File: src/rtl/move_cmd_seq.sv
// Command sequencer: replays a preloaded list of 16-bit Knight commands over the
// snd_cmd/cmd_snt/resp_rdy/resp handshake, with response timeout and bounded retry.
// Optional build macro SEQ_LOOP_EN adds a loop_i input for continuous replay.
module move_cmd_seq #(
  parameter int          DEPTH        = 8,
  parameter int          TIMEOUT_CLKS = 2000000,
  parameter int          MAX_RETRY    = 2,
  parameter logic [7:0]  ACK_VAL      = 8'hA5,
  localparam int         AW           = $clog2(DEPTH),
  localparam int         CW           = AW + 1
) (
  input  logic          clk,
  input  logic          rst_n,
  input  logic          load_i,
  input  logic [15:0]   load_data_i,
  input  logic          clr_i,
  input  logic          start_i,
  input  logic          abort_i,
`ifdef SEQ_LOOP_EN
  input  logic          loop_i,
`endif
  output logic [15:0]   cmd_o,
  output logic          snd_cmd_o,
  input  logic          cmd_snt_i,
  input  logic          resp_rdy_i,
  input  logic [7:0]    resp_i,
  output logic          busy_o,
  output logic          done_o,
  output logic          err_o,
  output logic [1:0]    err_code_o,
  output logic [CW-1:0] num_loaded_o,
  output logic [CW-1:0] num_done_o,
  output logic          full_o
);
  localparam int TW = $clog2(TIMEOUT_CLKS);

  typedef enum logic [2:0] {IDLE, SEND, WAIT_SNT, WAIT_RESP, DONE, ERR} state_e;

  state_e        state_q, state_d;
  logic [15:0]   mem_q [DEPTH];
  logic [CW-1:0] wr_ptr_q, wr_ptr_d, ndone_q, ndone_d;
  logic [AW-1:0] rd_ptr_q, rd_ptr_d;
  logic [2:0]    retry_q, retry_d;
  logic [TW-1:0] timer_q, timer_d;
  logic [15:0]   cmd_q, cmd_d;
  logic          snd_q, snd_d, done_q, done_d, err_q, err_d;
  logic [1:0]    ec_q, ec_d;
  logic          ld_ok, go, last;

  assign busy_o = (state_q == SEND) || (state_q == WAIT_SNT) || (state_q == WAIT_RESP);
  assign full_o = (wr_ptr_q == CW'(DEPTH));
  assign ld_ok  = load_i && !full_o && !busy_o;
  assign go     = (state_q == IDLE) && start_i && (wr_ptr_q != '0);
  assign last   = ({1'b0, rd_ptr_q} == wr_ptr_q - CW'(1));

  always_comb begin
    state_d  = state_q;
    wr_ptr_d = wr_ptr_q;
    ndone_d  = ndone_q;
    rd_ptr_d = rd_ptr_q;
    retry_d  = retry_q;
    timer_d  = timer_q;
    cmd_d    = cmd_q;
    snd_d    = 1'b0;
`ifdef SEQ_LOOP_EN
    done_d   = 1'b0;
`else
    done_d   = done_q;
`endif
    err_d    = err_q;
    ec_d     = ec_q;
    if (ld_ok) wr_ptr_d = wr_ptr_q + CW'(1);
    if (abort_i && state_q != IDLE) begin
      // abort overrides any same-cycle ack, timeout or send
      state_d = IDLE;
      err_d   = 1'b1;
      ec_d    = 2'b11;
    end else begin
      if (clr_i && !busy_o && !go) begin
        wr_ptr_d = '0;
        ndone_d  = '0;
        done_d   = 1'b0;
        err_d    = 1'b0;
        ec_d     = 2'b00;
      end
      case (state_q)
        IDLE: if (go) begin
          state_d  = SEND;
          rd_ptr_d = '0;
          ndone_d  = '0;
          retry_d  = '0;
          done_d   = 1'b0;
          err_d    = 1'b0;
          ec_d     = 2'b00;
        end
        SEND: begin
          cmd_d   = mem_q[rd_ptr_q];
          snd_d   = 1'b1;
          state_d = WAIT_SNT;
        end
        WAIT_SNT: if (cmd_snt_i) begin
          timer_d = '0;
          state_d = WAIT_RESP;
        end
        WAIT_RESP: begin
          timer_d = timer_q + TW'(1);
          if (resp_rdy_i) begin
            if (resp_i == ACK_VAL) begin
`ifdef SEQ_LOOP_EN
              if (ndone_q != '1) ndone_d = ndone_q + CW'(1);
`else
              ndone_d = ndone_q + CW'(1);
`endif
              retry_d = '0;
              if (last) begin
                state_d = DONE;
                done_d  = 1'b1;
              end else begin
                rd_ptr_d = rd_ptr_q + AW'(1);
                state_d  = SEND;
              end
            end else begin
              state_d = ERR;
              err_d   = 1'b1;
              ec_d    = 2'b10;
            end
          end else if (timer_q == TW'(TIMEOUT_CLKS - 1)) begin
            if (retry_q < 3'(MAX_RETRY)) begin
              retry_d = retry_q + 3'd1;
              state_d = SEND;
            end else begin
              state_d = ERR;
              err_d   = 1'b1;
              ec_d    = 2'b01;
            end
          end
        end
        DONE: begin
          state_d = IDLE;
`ifdef SEQ_LOOP_EN
          if (loop_i) begin
            rd_ptr_d = '0;
            retry_d  = '0;
            state_d  = SEND;
          end
`endif
        end
        ERR:     state_d = IDLE;
        default: state_d = IDLE;
      endcase
    end
  end

  always_ff @(posedge clk or negedge rst_n) begin
    if (!rst_n) begin
      state_q  <= IDLE;
      wr_ptr_q <= '0;
      ndone_q  <= '0;
      rd_ptr_q <= '0;
      retry_q  <= '0;
      timer_q  <= '0;
      cmd_q    <= '0;
      snd_q    <= 1'b0;
      done_q   <= 1'b0;
      err_q    <= 1'b0;
      ec_q     <= 2'b00;
    end else begin
      state_q  <= state_d;
      wr_ptr_q <= wr_ptr_d;
      ndone_q  <= ndone_d;
      rd_ptr_q <= rd_ptr_d;
      retry_q  <= retry_d;
      timer_q  <= timer_d;
      cmd_q    <= cmd_d;
      snd_q    <= snd_d;
      done_q   <= done_d;
      err_q    <= err_d;
      ec_q     <= ec_d;
    end
  end

  // buffer contents need no reset; only the pointers define validity
  always_ff @(posedge clk) begin
    if (ld_ok) mem_q[wr_ptr_q[AW-1:0]] <= load_data_i;
  end

  assign cmd_o        = cmd_q;
  assign snd_cmd_o    = snd_q;
  assign done_o       = done_q;
  assign err_o        = err_q;
  assign err_code_o   = ec_q;
  assign num_loaded_o = wr_ptr_q;
  assign num_done_o   = ndone_q;
endmodule

File: config.mk
export PLATFORM = sky130hd
export DESIGN_NAME = move_cmd_seq
export DESIGN_NICKNAME = d
export VERILOG_FILES = /design/src/rtl/move_cmd_seq.sv
export SDC_FILE = /design/constraint.sdc
export NUM_CORES = 1
export LEC_CHECK = 0
export ABC_CLOCK_PERIOD_IN_PS = 2870
export CAP_MARGIN = 10
export CORE_AREA = 2 2 128 130
export CTS_CLUSTER_DIAMETER = 40
export CTS_CLUSTER_SIZE = 28
export DETAILED_ROUTE_END_ITERATION = 6
export DIE_AREA = 0 0 130 132
export PLACE_DENSITY_LB_ADDON = 0.3
export SLEW_MARGIN = 20
export SYNTH_ARGS = -nofsm -noshare
export SYNTH_HDL_FRONTEND = slang
export SYNTH_SLANG_ARGS = --single-unit
export TNS_END_PERCENT = 1
File: constraint.sdc
create_clock -name clk -period 2.87 [get_ports clk]
set_input_delay 0.574 -clock clk [delete_from_list [all_inputs] [get_ports clk]]
set_output_delay 0.574 -clock clk [all_outputs]
set_load 0.05 [all_outputs]
After elaboration in Yosys (flattened, before gate mapping)
Memory sizes are Yosys's and may differ from the RTL's. A register that Yosys moved wholly into a read port is not among the register bits.
Index checks and enable logic that the tools add are counted.
{ "word_totals": {"output_inout_bits": 31, "ramBits": 128, "inputBits": 32, "word_cells": 115, "memories": 1, "regBits": 43} }
{ "memory_table": {"columns": ["memory", "depth", "width", "rd", "rd_ports_with_merged_regs", "wr", "line", "source"], "rows": [
  ["mem_q", 8, 16, 1, 1, 1, "40", "logic [15:0] mem_q [DEPTH];"]
]} }
{ "op_classes": {"n_reduce_logical": 23, "n_bitwise": 1, "add_sub_neg": 6, "eq_ne": 18, "n_lt_le_gt_ge": 1, "muxes": 55} }
{ "ops": {"columns": ["cell", "count"], "rows": [
  ["$mux W3", 16],
  ["$pmux W21 S2", 1],
  ["$mux W4", 7],
  ["$add A21 B1 Y21 const B", 1],
  ["$eq A21 B21 Y1 const B", 1],
  ["$mux W21", 1],
  ["$mux W1", 16],
  ["$ne A3 B2 Y1 const B", 5],
  ["$mux W2", 7],
  ["$pmux W3 S2", 2],
  ["$pmux W3 S4", 1],
  ["$reduce_and A6 Y1", 2],
  ["$add A4 B1 Y4 const B", 2],
  ["$eq A8 B8 Y1 const B", 1],
  ["$ne A2 B2 Y1 const B", 4],
  ["$pmux W4 S2", 1],
  ["$logic_and A1 B1 Y1", 7],
  ["$add A3 B1 Y3 const B", 2],
  ["$eq A3 B2 Y1 const B", 2],
  ["$reduce_and A3 Y1", 2],
  ["$eq A3 B4 Y1", 1],
  ["$eq A4 B4 Y1 const B", 1],
  ["$logic_not A1 Y1", 4],
  ["$ne A4 B2 Y1 const B", 1],
  ["other kinds (13)", 16]
]} }

Longest topological paths before layout
{ "depth": {"word_depth": 12, "mapped_depth": 7, "mapped_depth_nobuf": 6} }

Worst setup path before layout
OpenSTA, ideal clock, no wires.
{ "synth_timing": {"kind": "register -> register", "from": "register wr_ptr_q[0], in the netlist num_loaded_o[0]", "to": "memory mem_q[0][0], enable pin", "t_required_ns": 2.440, "arrival_time_ns": 3.151, "period_less_slack_ns": 3.581, "path_stages_with_launch": 7, "setup_slack_ns": -0.711, "setup_time_ns": 0.430, "n_path_buf": 1, "cell_sequence": "dfrtp_1 buf_2 inv_1 ha_1 nand3b_1 nand3_1 nor4_1"} }
{ "synth_between": {"elab_chain_len": 6} }
{ "synth_rtl": {"columns": ["element", "line", "source"], "rows": [
  ["start: declaration", "41", "logic [CW-1:0] wr_ptr_q, wr_ptr_d, ndone_q, ndone_d;"],
  ["start signal: assignment", "169", "wr_ptr_q <= wr_ptr_d;"],
  ["$eq A4 B4 Y1", "51", "assign full_o = (wr_ptr_q == CW'(DEPTH));"],
  ["$logic_not A1 Y1", "52", "assign ld_ok = load_i && !full_o && !busy_o;"],
  ["$logic_and A1 B1 Y1 (2 in a row)", "52", null],
  ["$mux W1", "184", "if (ld_ok) mem_q[wr_ptr_q[AW-1:0]] <= load_data_i;"],
  ["$mux W1 (not written as such)", "184", null],
  ["end: declaration", "40", null]
]} }
Parallel ways exist; a longest one is shown, timed or not.

Worst setup path in the final report
{ "layout_timing": {"from": "register state_q[1]", "to": "output busy_o"} }
{ "layout_between": {"elab_chain_len": 3, "word_cells_on_any_way": 5, "classes_between": "eq/ne: 3; reduce/logical: 2"} }
{ "layout_rtl": {"columns": ["element", "line", "source"], "rows": [
  ["start: declaration", "39", "state_e state_q, state_d;"],
  ["start signal: assignment", "168", "state_q <= state_d;"],
  ["$eq A3 B1 Y1 / $eq A3 B2 Y1 (equally long branches)", "50", "assign busy_o = (state_q == SEND) || (state_q == WAIT_SNT) || (state_q == WAIT_RESP);"],
  ["$logic_or A1 B1 Y1", "50", null],
  ["$logic_or A1 B1 Y1 *", "50", null],
  ["end: declaration", "27", "output logic busy_o,"]
]} }
Every way passes the cells marked *; elsewhere a longest branch is shown, timed or not.

==> impl_metrics.json <==
{
  "row_count": 46,
  "clock.fmax_mhz": 378,
  "start_util": 0.514,
  "tightest_slew_ns": 0.830,
  "syn_to_final_growth_pct": 18.9,
  "die-height_um": 132,
  "via_per_inst": 5.90,
  "synth.top_cell.area_share": 0.476,
  "syn_area_um2": 8080,
  "synth_top_family_by_area": "multiplexers",
  "core_area_um2": 15700,
  "drv_cap": 0,
  "gp_congestion": 0.814,
  "synthArstFlopShare": 0.316,
  "slew_headroom": 0.447,
  "grt.total_usage": 0.207,
  "drc": 0,
  "num_vias": 4926,
  "startpoint_type": "register",
  "synth_edf_count": 128,
  "slew_viol_final": 0,
  "worstSetupPathType": "register to primary output",
  "setup_viol": 0,
  "io_buffers": 62,
  "ios": 63,
  "clockRootBuffer": "clkbuf_16",
  "hold_buffers": 0,
  "die-area_um2": 17200,
  "hold_path.class": "input pin to async pin",
  "syn_inst": 529,
  "synthMostInstantiatedCell": "edfxtp_1",
  "die_w_um": 130,
  "place_ws_ns": 0.306,
  "power_density_nw_per_um2": 827,
  "antenna_found_initial": 0,
  "clock_latency_ns": 0.42,
  "synthMuxAreaShare": 0.117,
  "hpwlAfterDp_mm": 10.2,
  "cts_tree": "built",
  "status": "finished, final reports clean",
  "layout_setup_ws_ns": 0.226,
  "wl_per_cell_um": 19.9,
  "post-cts-setup-buffer-count": 0,
  "multi_input_area_um2": 2600,
  "power.leakage_nw": 3.31,
  "final_core_util": 0.611,
  "final-seq-area_um2": 5320,
  "synth-seq-cells": 187,
  "rsz0062_at_grt": "false",
  "ctsResizeCount": 0,
  "stdcell_area_um2": 9600,
  "wirelength_mm": 16.6,
  "drt-initial-drc-count": 538,
  "crit_chain": "o21bai_1 -> inv_1 -> clkdlybuf4s50_1",
  "num-fill-cells": 1169,
  "ant_nets": 0,
  "synth_flop_cell": "edfxtp_1",
  "synth_area_leaders": "edfxtp_1 48%, dfrtp_1 18%, mux4_2 8.9%",
  "numCtsBuffers": 17,
  "synth-simple-area-share": 0.100,
  "finalHoldViolations": 0,
  "drive_gt1_frac": 0.192,
  "first_pass_iters": 4,
  "seq_area_frac_synth": 0.659,
  "power.total_w": 0.00794,
  "yosys.area_share.adder": 0.00930,
  "min_period_ns": 2.64,
  "grt_max_degree": 60,
  "synth_fp_nets": 567,
  "htree_levels": 4,
  "setup_tns_ns": 0,
  "cpLargestDelayFamily": "buffers and inverters",
  "synth_xor_area_frac": 0.00868,
  "antenna_cells": 0,
  "crit_slowest_cell": "clkdlybuf4s50_1",
  "overflow": 0,
  "netlist.top_cell.by_area": "edfxtp_1",
  "nets": 644,
  "synth_cell_types": 71,
  "clock_sinks": 187,
  "critPathArrivalTime_ns": 2.07,
  "synthTopCellsByCount": "128 x edfxtp_1, 59 x dfrtp_1, 37 x a21oi_1",
  "yosys_warnings": 0,
  "synth_compound_area_frac": 0.0821,
  "syn_area_per_cell_um2": 15.3,
  "critical_path_required_ns": 2.30,
  "finClkSkew_ns": 0.0138,
  "clkTransAtPathRegs_ns": 0.07,
  "placed_cell_area_um2": 9030,
  "cpPeakStageDelay_ns": 0.79,
  "grt_pass1_wl_mm": 27.1,
  "grt_pass1_vias": 5218,
  "end_kind": "primary output",
  "cts.path.max_buffers": 2,
  "ir_worst_vdd_v": 0.000580,
  "critPathMaxFanout": 13,
  "path_buf_inv": 2,
  "period_share": 0.921
}
## stage by stage
| step | hold WS [ns] | instances |
|---|---|---|
| after floorplan | 0.278 | 529 |
| after global placement | 0.477 | 803 |
| after detailed placement | 0.507 | 803 |
| after CTS | 0.359 | 835 |
| after global routing | 0.384 | 835 |
| final | 0.332 | 835 |
## layout make-up
cell class / instances / share of cell area
sequential: 187 / 0.554
multi-input combinational: 303 / 0.271
timing repair buffer: 82 / 0.0808
clock buffer: 18 / 0.0457
tap: 216 / 0.0281
clock inverter: 14 / 0.0141
inverter: 15 / 0.00586
## per-layer routing
metal,up-vias,GRT usage,part of all wire
li1,2240,-,-
met1,2524,0.274,0.42
met2,148,0.348,0.53
met3,14,0.0402,0.044
met4,0,0.0609,0.011
met5,-,0,0
## final timing paths
| kind | from | to | slack [ns] | depth (start not counted) |
|---|---|---|---|---|
| setup / recovery | state_q[1] | busy_o | 0.23 | 3 |
| hold / removal | rst_n | timer_q[13] | 0.33 | 2 |
| setup reg to reg | num_loaded_o[1] | mem_q[0][1] | 0.52 | 6 |
| hold reg to reg | retry_q[2] | retry_q[2] | 0.52 | 1 |
| max in group asynchronous | rst_n | rd_ptr_q[0] | 1.95 | 2 |
| min in group clk | retry_q[2] | retry_q[2] | 0.52 | 1 |
## flip-flops by register name (all words and copies together) (netlist names)
| register | cells |
|---|---|
| cmd_o | 16 |
| done_o | 1 |
| err_code_o | 2 |
| err_o | 1 |
| mem_q | 128 |
| num_done_o | 4 |
| num_loaded_o | 4 |
| rd_ptr_q | 3 |
| retry_q | 3 |
| snd_cmd_o | 1 |
| state_q | 3 |
| timer_q | 21 |
## power breakdown
| group | internal [W] | switching [W] | total [W] | leakage, nW |
|---|---|---|---|---|
| logic | 0.000763 | 0.00138 | 0.00214 | 1.10 |
| clock network | 0.00117 | 0.00107 | 0.00224 | 0.284 |
| registers | 0.00330 | 0.000264 | 0.00356 | 1.92 |
## cells in the final DEF, fill, tap and decap left out, types with 6 or more instances in the layout
cell type and instances:
edfxtp_1 128, clkdlybuf4s50_1 60, dfrtp_1 58, a21oi_1 37, nor2_1 32, mux4_2 32
nand2_1 21, mux2i_1 20, buf_4 20, o21ai_0 18, clkbuf_16 17, inv_1 15
nand3_1 11, or3_1 9, nand4_1 7, xnor2_1 7, nor3_1 6, ha_1 6
## worst reg2reg max path: cells and delay by family (launching register included)
kind | cells | cell delay (ns)
simple gates | 3 | 0.75
fa+ha+maj | 1 | 0.26
flops | 1 | 0.56
buf+inv | 2 | 0.45
## cells by family after synthesis
family | Yosys count
flip-flops | 187
AND/OR/NAND/NOR | 136
AO/OA/AOI/OAI | 99
multiplexers | 54
buffers and inverters | 39
XOR/XNOR | 8
adder cells (fa/ha/maj) | 6
Note: power is estimated with default switching activity, not from simulation.
==> RTL edit 1: new RTL, same flow settings <==
Add a define of `SEQ_LOOP_EN`.
--- a/src/rtl/move_cmd_seq.sv
+++ b/src/rtl/move_cmd_seq.sv
@@ -1,6 +1,8 @@
 // Command sequencer: replays a preloaded list of 16-bit Knight commands over the
 // snd_cmd/cmd_snt/resp_rdy/resp handshake, with response timeout and bounded retry.
 // Optional build macro SEQ_LOOP_EN adds a loop_i input for continuous replay.
+`define SEQ_LOOP_EN
+
 module move_cmd_seq #(
   parameter int          DEPTH        = 8,
   parameter int          TIMEOUT_CLKS = 2000000,
Interface: changed (added loop_i); port bits go from 63 to 64. No check against the original RTL was run, so the function may have changed too.
==> RTL edit 1 against the unedited design <==
Utilization fell by 0.13 points; sequential cell count is the same; design area is 0.21% lower; sequential power down 1%; synthesized cell count rose by 0.38%; power is 3.1% higher; area after synthesis decreased by 2.0%; wire length fell by 5.0%; global-route usage decreased by 1.2 points; worst setup slack lost 0.12 ns; clock skew barely moved; clock power grew 4%; critical endpoint is now full_o; highest routed layer unchanged.
==> RTL edit 1: results (changes against the unedited design) <==
Setup path
The internal reg-to-reg setup slack was 0.45 ns (was 0.52 ns). The reg-to-reg endpoint is retry_q[0] (was mem_q[0][1]). The highest fanout seen on the critical path came to 9 (was 13).

Place
The routability-driven placement congestion ratio was 0.837 (was 0.814). The post-placement setup slack came to 0.176 ns (was 0.306 ns). The area of placed instances is 0.00898 sq mm (was 0.00903 sq mm). The quantity of I/O buffers inserted on ports came to 63 (was 62). The total half-perimeter wirelength after legalization and detailed placement is 10100 microns (was 10200 microns).

Layout
The total number of nets in the final design is 651 (was 644). The total of fill cells in the finished design was 1172 (was 1169). The proportion of layout cells with a drive suffix above 1 is 0.173 (was 0.192).

Timing
The worst-case clock skew is 0.0137 ns (was 0.0138 ns). The worst slew margin relative to its limit is 0.506 (was 0.447).

Yosys
Top area cells in the synthesized netlist: edfxtp_1 49%, dfrtp_1 19%, mux4_2 9.1% (was edfxtp_1 48%, dfrtp_1 18%, mux4_2 8.9%). Synth top cells by count: 128 x edfxtp_1, 59 x dfrtp_1, 50 x nor2_1 (was 128 x edfxtp_1, 59 x dfrtp_1, 37 x a21oi_1). The synthesized instance count is 531 (was 529).

The count of cell types in the netlist is 55 (was 71). The post-synth net total is 570 (was 567).

Pwr
The leakage power is 3.34 nW (was 3.31 nW). The net switching component of the power is 2.79 mW (was 2.71 mW). The peak ir drop on the vdd network is 0.836 mV (was 0.580 mV).

Detailed routing
The number of vias per cell after detailed routing is 5.67 (was 5.90). The total routed wirelength is 15800 microns (was 16600 microns).

Global route
The via count of the first global-routing pass is 4825 (was 5218).

Run status
Outcome: complete, no violations (unchanged).
RTL edit 1: cell families (layout without fill, tap and decap cells):
kind of cell,Yosys count,after routing,synth area share
AO/OA/AOI/OAI,74,74,0.0591
adder cells (fa/ha/maj),6,6,0.00948
flip-flops,187,187,0.672
multiplexers,52,52,0.117
buffers and inverters,36,130,0.0183
AND/OR/NAND/NOR,156,156,0.102
XOR/XNOR,20,20,0.0221
RTL edit 1: power by group through the flow:
stage                     logic, mW  registers, mW  clock network [mW]
final                          2.34           3.52                2.33
after CTS                      2.36           3.53                2.38
after floorplan                1.15           4.00                   0
after global routing           2.50           3.56                2.49
after detailed placement       2.35           3.58                   0
after global placement         2.30           3.55                   0
RTL edit 1: final cells by class:
cell class | count | area [sq um] | share of cell area
Sequential cell | 187 | 5330 | 0.556
Multi-Input combinational cell | 308 | 2530 | 0.264
Inverter | 14 | 57.6 | 0.00601
Timing Repair Buffer | 84 | 796 | 0.0831
Tap cell | 216 | 270 | 0.0282
Clock inverter | 15 | 180 | 0.0188
Clock buffer | 17 | 425 | 0.0444
RTL edit 1: how the worst max path moves through the flow:
stage	from	cells past startpoint	endpoint	slack (ns)
global placement	resp_rdy_i	5	retry_q[0]	0.32
finish	num_loaded_o[1]	4	full_o	0.11
CTS	num_loaded_o[1]	4	full_o	0.1
floorplan	num_loaded_o[0]	6	mem_q[0][0]	-0.05
detailed placement	resp_i[7]	6	num_done_o[3]	0.18
global route	num_loaded_o[1]	4	full_o	0.05
RTL edit 1: routing by layer:
| metal | track usage | up-vias | part of all wire |
|---|---|---|---|
| li1 | - | 2199 | - |
| met1 | 0.248 | 2440 | 0.42 |
| met2 | 0.330 | 111 | 0.52 |
| met3 | 0.0507 | 17 | 0.042 |
| met4 | 0.0526 | 0 | 0.011 |
| met5 | 0 | - | 0 |
==> RTL edit 2: new RTL, same flow settings <==
Without the edit above. The 6 states of `state_e` get a one-hot encoding in 6 bits.
--- a/src/rtl/move_cmd_seq.sv
+++ b/src/rtl/move_cmd_seq.sv
@@ -34,7 +34,7 @@
 );
   localparam int TW = $clog2(TIMEOUT_CLKS);
 
-  typedef enum logic [2:0] {IDLE, SEND, WAIT_SNT, WAIT_RESP, DONE, ERR} state_e;
+  typedef enum logic [5:0] {IDLE = 6'b000001, SEND = 6'b000010, WAIT_SNT = 6'b000100, WAIT_RESP = 6'b001000, DONE = 6'b010000, ERR = 6'b100000} state_e;
 
   state_e        state_q, state_d;
   logic [15:0]   mem_q [DEPTH];
Formal check against the unedited RTL: no difference found for any inputs over 10 cycles, from zero or initial values and one cycle with rst_n low; not proved beyond that.
==> RTL edit 2 against the unedited design <==
Design area is 0.73% higher; sequential power shrank 1%; fmax grew 5.9%; sequential cell count increased by 3; area after synthesis decreased by 0.43%; highest routed layer unchanged; via count is 1.9% lower; critical path type unchanged; worst setup slack better by 0.15 ns; power fell by 1.0%; wire length shrank 1.6%.
==> RTL edit 2: results (changes against the unedited design) <==
Detailed routing
The sum of routed wire segments on met1 came to 7130 microns (was 6950 microns). The total via count after detailed routing came to 4834 (was 4926). The violation count after the first detailed-route iteration is 385 (was 538).

The met2 wire length is 8210 microns (was 8760 microns). The total routed wirelength is 16400 microns (was 16600 microns).

Global route
The pin count of the biggest net entering global routing was 35 (was 60). The via count of the first global-routing pass is 5072 (was 5218). The overall fraction of global-route tracks in use is 0.204 (was 0.207). The met3 track utilization from global routing is 0.0568 (was 0.0402).

The global-route wire length before repair is 26800 microns (was 27100 microns).

Setup path
The highest fanout seen on the critical path is 10 (was 13). The internal reg-to-reg setup slack is 0.49 ns (was 0.52 ns). The depth of the worst register-to-register path is 7 (was 6). The delay of the slowest cell on the worst path was 0.89 ns (was 0.79 ns). The reg-to-reg endpoint is num_done_o[0] (was mem_q[0][1]). The timing endpoint of the critical path is num_loaded_o[2] (was busy_o).

Place
The post-placement setup slack is 0.231 ns (was 0.306 ns). The cell count after placement is 810 (was 803). The routability-driven placement congestion ratio is 0.847 (was 0.814).

The area of placed instances came to 0.00905 sq mm (was 0.00903 sq mm).

Layout
The proportion of layout cells with a drive suffix above 1 is 0.169 (was 0.192).

Timing
The worst hold slack across all endpoints is 0.180 ns (was 0.332 ns). The time the final worst path needs with I/O delays and setup is 2.50 ns (was 2.64 ns).

Yosys
The share of synthesized area occupied by flip-flops and latches is 0.671 (was 0.659). The post-synth net total is 570 (was 567). The synthesized area per cell is 15.1 sq um (was 15.3 sq um).

Run status
Outcome: complete, no violations (unchanged).

Pwr
The portion of total power attributed to combinational logic is 0.243 (was 0.269). The net switching component of the power is 2.51 mW (was 2.71 mW).
==> RTL edit 2: cell count changes in the layout (fill, tap and decap cells not counted), sizes merged, moves of 4 or more <==
cell / change
o21ai: +11
xor2: +18
inv: -4
or3: -7
and3: +9
o31ai: -4
nor4: -5
a21oi: -30
nand3: +9
a31oi: -5
nand2: +13
nand4: +10
==> RTL edit 2: final cells by class <==
cell class | instances | area [sq um] | area share
inverters | 13 | 48.8 | 0.00505
multi-input cells | 305 | 2530 | 0.262
repair buffers | 86 | 801 | 0.0828
flip-flops and latches | 190 | 5400 | 0.558
clock buffers | 18 | 439 | 0.0454
well taps | 216 | 270 | 0.0279
clock inverters | 14 | 181 | 0.0188
==> RTL edit 2: logic make-up after synthesis <==
group	Yosys count	synth area share
AO/OA/AOI/OAI	61	0.0493
adder cells (fa/ha/maj)	6	0.00934
AND/OR/NAND/NOR	161	0.110
XOR/XNOR	24	0.0261
flip-flops	190	0.671
buffers and inverters	37	0.0182
multiplexers	53	0.116
